File: src/rtl/ps2_host_tx_if.sv
// rtl/ps2_host_tx_if.sv - command handshake between a host controller and the PS/2 transmitter
interface ps2_host_tx_if;
    logic [7:0] tx_data;
    logic       tx_start;
    logic       busy;
    logic       done;
    logic       error;

    modport master (
        output tx_data,
        output tx_start,
        input  busy,
        input  done,
        input  error
    );

    modport slave (
        input  tx_data,
        input  tx_start,
        output busy,
        output done,
        output error
    );
endinterface

File: src/rtl/ps2_host_tx.sv
// rtl/ps2_host_tx.sv - PS/2 host-to-device byte transmitter (inhibit, request, shift, ack)
// Open-drain lines are driven through *_oe; all control outputs are registered.
module ps2_host_tx #(
    parameter int INHIBIT_CYCLES = 5000,
    parameter int TIMEOUT_CYCLES = 750000
) (
    input  logic clk,
    input  logic rst,
    input  logic ps2clk_in,
    input  logic ps2data_in,
    output logic ps2clk_oe,
    output logic ps2data_oe,
    ps2_host_tx_if.slave tx
);
    localparam int INH_W = (INHIBIT_CYCLES > 1) ? $clog2(INHIBIT_CYCLES + 1) : 1;
    localparam int TO_W  = (TIMEOUT_CYCLES > 1) ? $clog2(TIMEOUT_CYCLES + 1) : 1;

    typedef enum logic [2:0] {
        S_IDLE,
        S_INHIBIT,
        S_REQUEST,
        S_SHIFT,
        S_ACK,
        S_RELEASE
    } state_t;

    state_t            state;
    logic              clk_s1, clk_s2, clk_prev;
    logic              dat_s1, dat_s2;
    logic [7:0]        byte_q;
    logic              parity_q;
    logic [INH_W-1:0]  inh_cnt;
    logic [TO_W-1:0]   to_cnt;
    logic [3:0]        edge_cnt;
    logic              clk_oe_q, data_oe_q, busy_q, done_q, error_q;

    logic fall;
    logic timed;
    logic timeout_hit;

    assign fall        = clk_prev & ~clk_s2;
    assign timed       = (state == S_REQUEST) || (state == S_SHIFT) ||
                         (state == S_ACK) || (state == S_RELEASE);
    assign timeout_hit = timed && (to_cnt == TO_W'(TIMEOUT_CYCLES - 1));

    always_ff @(posedge clk or negedge rst) begin
        if (!rst) begin
            state     <= S_IDLE;
            clk_s1    <= 1'b1;
            clk_s2    <= 1'b1;
            clk_prev  <= 1'b1;
            dat_s1    <= 1'b1;
            dat_s2    <= 1'b1;
            byte_q    <= '0;
            parity_q  <= 1'b0;
            inh_cnt   <= '0;
            to_cnt    <= '0;
            edge_cnt  <= '0;
            clk_oe_q  <= 1'b0;
            data_oe_q <= 1'b0;
            busy_q    <= 1'b0;
            done_q    <= 1'b0;
            error_q   <= 1'b0;
        end else begin
            clk_s1   <= ps2clk_in;
            clk_s2   <= clk_s1;
            clk_prev <= clk_s2;
            dat_s1   <= ps2data_in;
            dat_s2   <= dat_s1;
            done_q   <= 1'b0;
            error_q  <= 1'b0;

            if (timed) begin
                to_cnt <= to_cnt + 1'b1;
            end

            // The bus timeout overrides whatever phase the frame is in.
            if (timeout_hit) begin
                state     <= S_IDLE;
                clk_oe_q  <= 1'b0;
                data_oe_q <= 1'b0;
                busy_q    <= 1'b0;
                error_q   <= 1'b1;
            end else begin
                case (state)
                    S_IDLE: begin
                        if (tx.tx_start) begin
                            byte_q    <= tx.tx_data;
                            parity_q  <= ~^tx.tx_data;
                            inh_cnt   <= '0;
                            to_cnt    <= '0;
                            edge_cnt  <= '0;
                            clk_oe_q  <= 1'b1;
                            data_oe_q <= (INHIBIT_CYCLES == 1);
                            busy_q    <= 1'b1;
                            state     <= S_INHIBIT;
                        end
                    end
                    S_INHIBIT: begin
                        inh_cnt <= inh_cnt + 1'b1;
                        // Start bit is registered one cycle early so it shows in the last inhibit cycle.
                        if (inh_cnt == INH_W'(INHIBIT_CYCLES - 2)) begin
                            data_oe_q <= 1'b1;
                        end
                        if (inh_cnt == INH_W'(INHIBIT_CYCLES - 1)) begin
                            clk_oe_q  <= 1'b0;
                            data_oe_q <= 1'b1;
                            state     <= S_REQUEST;
                        end
                    end
                    S_REQUEST: begin
                        edge_cnt <= '0;
                        state    <= S_SHIFT;
                    end
                    S_SHIFT: begin
                        if (fall) begin
                            edge_cnt <= edge_cnt + 4'd1;
                            if (edge_cnt < 4'd8) begin
                                data_oe_q <= ~byte_q[edge_cnt[2:0]];
                            end else if (edge_cnt == 4'd8) begin
                                data_oe_q <= ~parity_q;
                            end else begin
                                data_oe_q <= 1'b0;
                                state     <= S_ACK;
                            end
                        end
                    end
                    S_ACK: begin
                        if (fall) begin
                            edge_cnt <= edge_cnt + 4'd1;
                            if (!dat_s2) begin
                                state <= S_RELEASE;
                            end else begin
                                error_q <= 1'b1;
                                busy_q  <= 1'b0;
                                state   <= S_IDLE;
                            end
                        end
                    end
                    S_RELEASE: begin
                        if (clk_s2 && dat_s2) begin
                            done_q <= 1'b1;
                            busy_q <= 1'b0;
                            state  <= S_IDLE;
                        end
                    end
                    default: begin
                        state     <= S_IDLE;
                        clk_oe_q  <= 1'b0;
                        data_oe_q <= 1'b0;
                        busy_q    <= 1'b0;
                    end
                endcase
            end
        end
    end

    assign ps2clk_oe  = clk_oe_q;
    assign ps2data_oe = data_oe_q;
    assign tx.busy    = busy_q;
    assign tx.done    = done_q;
    assign tx.error   = error_q;
endmodule

File: src/flat_wrapper.sv
// flat-port wrapper written by rule: the top's interface ports become plain ports
module ps2_host_tx_flat 
#(
    parameter int INHIBIT_CYCLES = 5000,
    parameter int TIMEOUT_CYCLES = 750000
)
  (clk, rst, ps2clk_in, ps2data_in, ps2clk_oe, ps2data_oe, tx_tx_data, tx_tx_start, tx_busy, tx_done, tx_error);
  ps2_host_tx_if tx_i ();
  input  logic clk;
  input  logic rst;
  input  logic ps2clk_in;
  input  logic ps2data_in;
  output logic ps2clk_oe;
  output logic ps2data_oe;
  input wire logic [$bits(tx_i.tx_data)-1:0] tx_tx_data;
  input wire logic [$bits(tx_i.tx_start)-1:0] tx_tx_start;
  output wire logic [$bits(tx_i.busy)-1:0] tx_busy;
  output wire logic [$bits(tx_i.done)-1:0] tx_done;
  output wire logic [$bits(tx_i.error)-1:0] tx_error;
  assign tx_i.tx_data = tx_tx_data;
  assign tx_i.tx_start = tx_tx_start;
  assign tx_busy = tx_i.busy;
  assign tx_done = tx_i.done;
  assign tx_error = tx_i.error;
  ps2_host_tx #(.INHIBIT_CYCLES(INHIBIT_CYCLES), .TIMEOUT_CYCLES(TIMEOUT_CYCLES)) u_core (.clk(clk), .rst(rst), .ps2clk_in(ps2clk_in), .ps2data_in(ps2data_in), .ps2clk_oe(ps2clk_oe), .ps2data_oe(ps2data_oe), .tx(tx_i));
endmodule
File: config.mk
export PLATFORM = sky130hd
export DESIGN_NAME = ps2_host_tx_flat
export DESIGN_NICKNAME = d
export VERILOG_FILES = /design/src/rtl/ps2_host_tx_if.sv /design/src/rtl/ps2_host_tx.sv /design/src/flat_wrapper.sv
export SDC_FILE = /design/constraint.sdc
export NUM_CORES = 1
export LEC_CHECK = 0
export BUFFER_PORTS_ARGS = -buffer_cell sky130_fd_sc_hd__buf_4
export CELL_PAD_IN_SITES_DETAIL_PLACEMENT = 1
export CELL_PAD_IN_SITES_GLOBAL_PLACEMENT = 1
export CORE_MARGIN = 5
export CORE_UTILIZATION = 45
export CTS_CLUSTER_DIAMETER = 60
export DETAILED_ROUTE_END_ITERATION = 8
export PLACE_DENSITY_LB_ADDON = 0.1
export SLEW_MARGIN = 25
export SYNTH_ARGS = -nofsm -noshare
export SYNTH_HDL_FRONTEND = slang
export SYNTH_SLANG_ARGS = --single-unit
File: constraint.sdc
create_clock -name clk -period 2.45 [get_ports clk]
set_input_delay 0.49 -clock clk [delete_from_list [all_inputs] [get_ports clk]]
set_output_delay 0.49 -clock clk [all_outputs]
set_load 0.01 [all_outputs]
---- Yosys cells after proc, flatten, opt, wreduce, memory -nomap -nowiden ----
Cells that the tools add are included.
W data, S select, Z words.
storage, ports and cells
  input port bits ......................... 13
  flip-flop bits (word level) ............. 59
  logic and storage cells ................. 114
operators by class
  multiplexer cells ....................... 45
  reductions and logical operators ........ 20
  eq/ne operators ......................... 23
  add/subtract/negate cells ............... 3
  bitwise operators ....................... 5
  order comparisons ....................... 2
operators by type and width
  kind                     number
  $mux W20                 4
  $mux W3                  9
  $eq A13 B13 Y1 const B   2
  $pmux W13 S2             1
  $mux W1                  22
  $add A20 B1 Y20 const B  1
  $eq A20 B20 Y1 const B   1
  $pmux W3 S6              1
  $add A13 B1 Y13 const B  1
  $mux W13                 1
  $ne A3 B1 Y1 const B     4
  $ne A3 B2 Y1 const B     4
  $pmux W4 S3              1
  $reduce_and A3 Y1        3
  $mux W4                  2
  $ne A2 B1 Y1 const B     4
  $pmux W1 S4              2
  $reduce_and A4 Y1        2
  $reduce_xnor A8 Y1       1
  $reduce_and A7 Y1        1
  $eq A3 B2 Y1 const B     2
  $eq A3 B3 Y1 const B     2
  $reduce_or A3 Y1         2
  $reduce_and A5 Y1        1
  18 further kinds         24

---- Depth between registers and ports, before layout ----
  depth after elaboration ................. 8
  gate-level depth with buffers ........... 8
  mapped depth without buffers ............ 6

---- Least setup slack after synthesis ----
Ideal clock, no wire load.
  path type ............................... reg2reg
  start point ............................. register u_core.state[1]
  end point ............................... register u_core.byte_q[1]
  slack ................................... 0.607 ns
  library setup time ...................... 0.125 ns
  arrival ................................. 1.718 ns
  required time ........................... 2.325 ns
  stages on the path, launching flop included .. 8
  clock period less this slack ............ 1.843 ns
  cell sequence ........................... dfrtp_1 -> buf_6 -> or2_2 -> nor2_1 -> and2_1 -> clkbuf_1 -> buf_4 -> mux2_2
between the ends
  cells in the longest elaborated chain, start to end .. 7
  elaborated cells between the ends (all ways) .. 11
  those cells by class .................... eq/ne: 4; bitwise: 1; reduce/logical: 6
ends and longest elaborated chain
  item                              RTL line           text
  start: declaration                ps2_host_tx.sv:27  state_t state;
  start signal: assignment          ps2_host_tx.sv:48  state <= S_IDLE;
  start signal: assignment          ps2_host_tx.sv:79  state <= S_IDLE;
  start signal: assignment          ps2_host_tx.sv:96  state <= S_INHIBIT;
  $eq A3 B2 Y1                      ps2_host_tx.sv:42  assign timed = (state == S_REQUEST) || (state == S_SHIFT) ||
  $logic_or A1 B1 Y1 (2 in series)  ps2_host_tx.sv:42
  $logic_or A1 B1 Y1                ps2_host_tx.sv:43  (state == S_ACK) || (state == S_RELEASE);
  $logic_and A1 B1 Y1               ps2_host_tx.sv:44  assign timeout_hit = timed && (to_cnt == TO_W'(TIMEOUT_CYCLES - 1));
  $not A1 Y1 (no line)              n/a
  $reduce_and A3 Y1 (no line) (*)   n/a
  end signal: assignment            ps2_host_tx.sv:88  byte_q <= tx.tx_data;
  end: declaration                  ps2_host_tx.sv:30  logic [7:0] byte_q;
Mark *: on every way between the ends. The rest lies on a longest branch, timed or not.
A chain may end at the register's enable or synchronous reset.

---- Worst setup path in the final report ----
  start point ............................. register u_core.to_cnt[10]
  end point ............................... register u_core.data_oe_q (netlist: u_core.ps2data_oe)
between the ends
  cells in the longest elaborated chain, start to end .. 4
  elaborated cells between the ends (all ways) .. 8
  those cells by class .................... eq/ne: 5; mux: 1; reduce/logical: 2
ends and longest elaborated chain
  item                                            RTL line            text
  start: declaration                              ps2_host_tx.sv:33   logic [TO_W-1:0] to_cnt;
  start signal: assignment                        ps2_host_tx.sv:74   to_cnt <= to_cnt + 1'b1;
  $eq A20 B20 Y1 (*)                              ps2_host_tx.sv:44
  $logic_and A1 B1 Y1 (*)                         ps2_host_tx.sv:44
  $ne A4 B1 Y1 (no line) (tied with other cells)  n/a
  $reduce_and A4 Y1 (no line)                     n/a
  end signal: assignment                          ps2_host_tx.sv:94   data_oe_q <= (INHIBIT_CYCLES == 1);
  end signal: assignment                          ps2_host_tx.sv:119  data_oe_q <= ~byte_q[edge_cnt[2:0]];
  end signal: assignment                          ps2_host_tx.sv:121  data_oe_q <= ~parity_q;
  end: declaration                                ps2_host_tx.sv:35   logic clk_oe_q, data_oe_q, busy_q, done_q, error_q;
Marks and branches as above.

==> results.md <==
- Post-synth ARST share: 1.00
- EDFF count, synth: 0
- Core box area: 6720 sq um
- Initial drt markers: 22
- Syn_nets: 327
- Sw Pwr: 0.442 mW
- First-pass GRT wire length: 11.9 mm
- Synth Flop Type: dfrtp_1
- Max Slew Vio Count: 0
- Fmax: 473 MHz
- Total CTS buffers: 9
- Setup crit end kind: flip-flop
- Clock period minus worst slack: 2.11 ns
- Setup ws final: 0.337 ns
- CP Launch Point: u_core.to_cnt[10]
- Core Rows: 30
- Antenna diode count: 0
- Clock-pin slew on the worst setup and hold paths: 0.07 ns
- # resized after CTS: 0
- Vias in the first global route: 2,454
- Setup TNS Final: 0 ns
- Most frequent cells in the layout: 54 x dfrtp_1, 38 x nor2_1, 27 x buf_4
- GRT Total Usage: 0.177
- GPL Wtd Cong: 0.752
- Post-route clock period utilization: 0.862
- Synth Instances: 310
- Die W: 92.5 microns
- Layout cell share with drive strength beyond 1: 0.185
- Clock group share of total power: 0.450
- Die Span Y: 92.5 microns
- Worst vdd ir: 0.279 mV
- Dpl cell area: 3290 sq um
- Commonest non-fill, non-tap cell in the layout: dfrtp_1
- Unrepaired setup endpoints after global routing: no
- Hold Fails Final Rpt: 0
- Vias per Instance: 5.49
- Antenna violations before repair: 0
- LEAKAGE: 1.53 nW
- Detailed Route WL: 6.73 mm
- Worst slew margin: 0.505
- Hold Worst Slack: 0.228 ns
- Residual DRC: 0
- Kind of critical path: flip-flop to flip-flop
- Fin area: 3490 sq um
- Die footprint: 8550 sq um
- Total power: 1.96 mW
- Clock root buffer: clkbuf_8
- Fillers: 757
- Postcts setup bufs: 0
- Largest net degree at the start of global routing: 60
- Flop pwr share: 0.510
- Pwr dens: 561 nW/um^2
- Area growth syn-to-layout: 13.9%
- Synthesis warning total: 0
- RR Startpoint: u_core.to_cnt[10]
- H-Tree Depth: 3
- Sw frac: 0.226
- Yosys reg bits: 59
- # nets final: 352
- Hold crit path type: primary input to asynchronous set/reset pin
- Wire length per cell: 16.0 microns
- Port Buf Inserts: 17
- Worst path arrival time: 2.33 ns
- Mapped Area: 3060 sq um
- Grt ovf: 0
- Comb pwr share: 0.040
- Clock skew: 0.00926 ns
- Int Pwr: 1.51 mW
- CTS tree: yes
- Antenna Nets Post-Route: 0
- Outcome: finished clean
- Dpl hpwl: 4.65 mm
- Maximum root-to-sink buffer count: 2
- Register area share after synthesis: 0.484
- Worst Path Required: 2.67 ns
- Slew @ Worst Pin: 0.742 ns
- Syn avg cell area: 9.87 sq um
- Synth cell types: 50
- Initial Util: 0.455
- Startpoint Class: flip-flop
- I/O pin count: 18
- Clock latency on the worst-skew pair: 0.34 ns
- Post-CTS Hold Buffers: 0
- MaxCap Viol Count: 0
- Critical path fanouts, max: 12
- Sinks on Clock Net: 59
- DRT Pass-1 Iters: 4
- Final setup viols: 0
- Vias: 2,304
- Setup WS pre-CTS: 0.286 ns
==> critical path, stage by stage (launching register included) <==
cell and delay (ns):
dfrtp_1 0.41, or4_1 0.50, nor4_1 0.18, and4bb_1 0.54, o21bai_1 0.14, a22o_1 0.24
==> final timing paths <==
kind / endpoint / slack, ns / depth (start not counted)
min reg2reg: u_core.clk_s2 / 0.36 / 0
min: u_core.state[0] / 0.23 / 1
max reg2reg: u_core.ps2data_oe / 0.34 / 5
max in group asynchronous: u_core.state[2] / 1.74 / 1
max: u_core.ps2data_oe / 0.34 / 5
min in group clk: u_core.clk_s1 / 0.25 / 1
==> cells in the mapped netlist, types with 2 or more instances <==
cell type | number | area, sq um
dfrtp_1 | 54 | 1350
nor2_1 | 38 | 143
nand2_1 | 24 | 90.1
xnor2_1 | 21 | 184
o21ai_0 | 18 | 90.1
nand3_1 | 14 | 70.1
nor3_1 | 14 | 70.1
xor2_1 | 12 | 105
mux2_2 | 10 | 113
inv_1 | 8 | 30.0
a21oi_1 | 7 | 35.0
and3_1 | 6 | 37.5
nand4_1 | 6 | 37.5
nor4_1 | 6 | 37.5
buf_2 | 5 | 25.0
clkbuf_1 | 5 | 18.8
dfstp_2 | 5 | 131
or3_1 | 5 | 31.3
ha_1 | 4 | 50.1
mux2i_1 | 4 | 40.0
nand2b_1 | 4 | 25.0
o31ai_1 | 4 | 30.0
a31oi_1 | 3 | 18.8
a21o_1 | 2 | 15.0
and2_1 | 2 | 12.5
buf_4 | 2 | 15.0
nand3b_1 | 2 | 15.0
nor2b_1 | 2 | 12.5
o21bai_1 | 2 | 15.0
==> power groups by stage <==
stage | combinational (mW) | clock [mW] | sequential (mW)
2_1_floorplan | 0.0389 | 0 | 1.01
3_3_place_gp | 0.0797 | 0 | 1.02
3_5_place_dp | 0.0813 | 0 | 1.02
4_1_cts | 0.0817 | 0.913 | 0.997
5_1_grt | 0.0899 | 0.956 | 0.999
6_report | 0.0784 | 0.881 | 0.998
==> cell families (layout without fill, tap and decap cells) <==
kind of cell    count (synthesis)  count (layout)  share of synthesized area
fa+ha+maj                       4               4                     0.0164
mux                            14              14                     0.0499
compound gates                 46              46                     0.0957
flops                          59              59                      0.484
simple gates                  132             132                      0.221
xor+xnor                       34              34                     0.0998
buf+inv                        21              51                     0.0327
==> stage by stage <==
step                      utilization  std cells
final                           0.519        420
after global routing            0.519        420
after CTS                       0.519        420
after detailed placement        0.490        404
after global placement          0.490        404
after floorplan                     -        310
==> state kept, by name, summed over array words and instances, names as in the netlist, 3 cells and up <==
name,count
u_core.to_cnt,20
u_core.inh_cnt,13
u_core.byte_q,8
u_core.edge_cnt,4
u_core.state,3
==> cell type report <==
| class | count | area, sq um | share of cell area |
|---|---|---|---|
| flip-flops and latches | 59 | 1480 | 0.425 |
| multi-input cells | 230 | 1480 | 0.424 |
| repair buffers | 27 | 203 | 0.0581 |
| clock buffers | 11 | 141 | 0.0405 |
| well taps | 80 | 100 | 0.0287 |
| clock inverters | 5 | 52.6 | 0.0151 |
| inverters | 8 | 30.0 | 0.00861 |
==> layer usage <==
| metal | vias up | share of wire | GRT usage |
|---|---|---|---|
| met4 | 0 | 0.010 | 0.0569 |
| met1 | 1143 | 0.46 | 0.221 |
| met2 | 15 | 0.50 | 0.295 |
| met5 | - | 0 | 0 |
| li1 | 1139 | - | - |
| met3 | 7 | 0.023 | 0.0504 |
No activity file was read; power rests on OpenSTA's default activity.
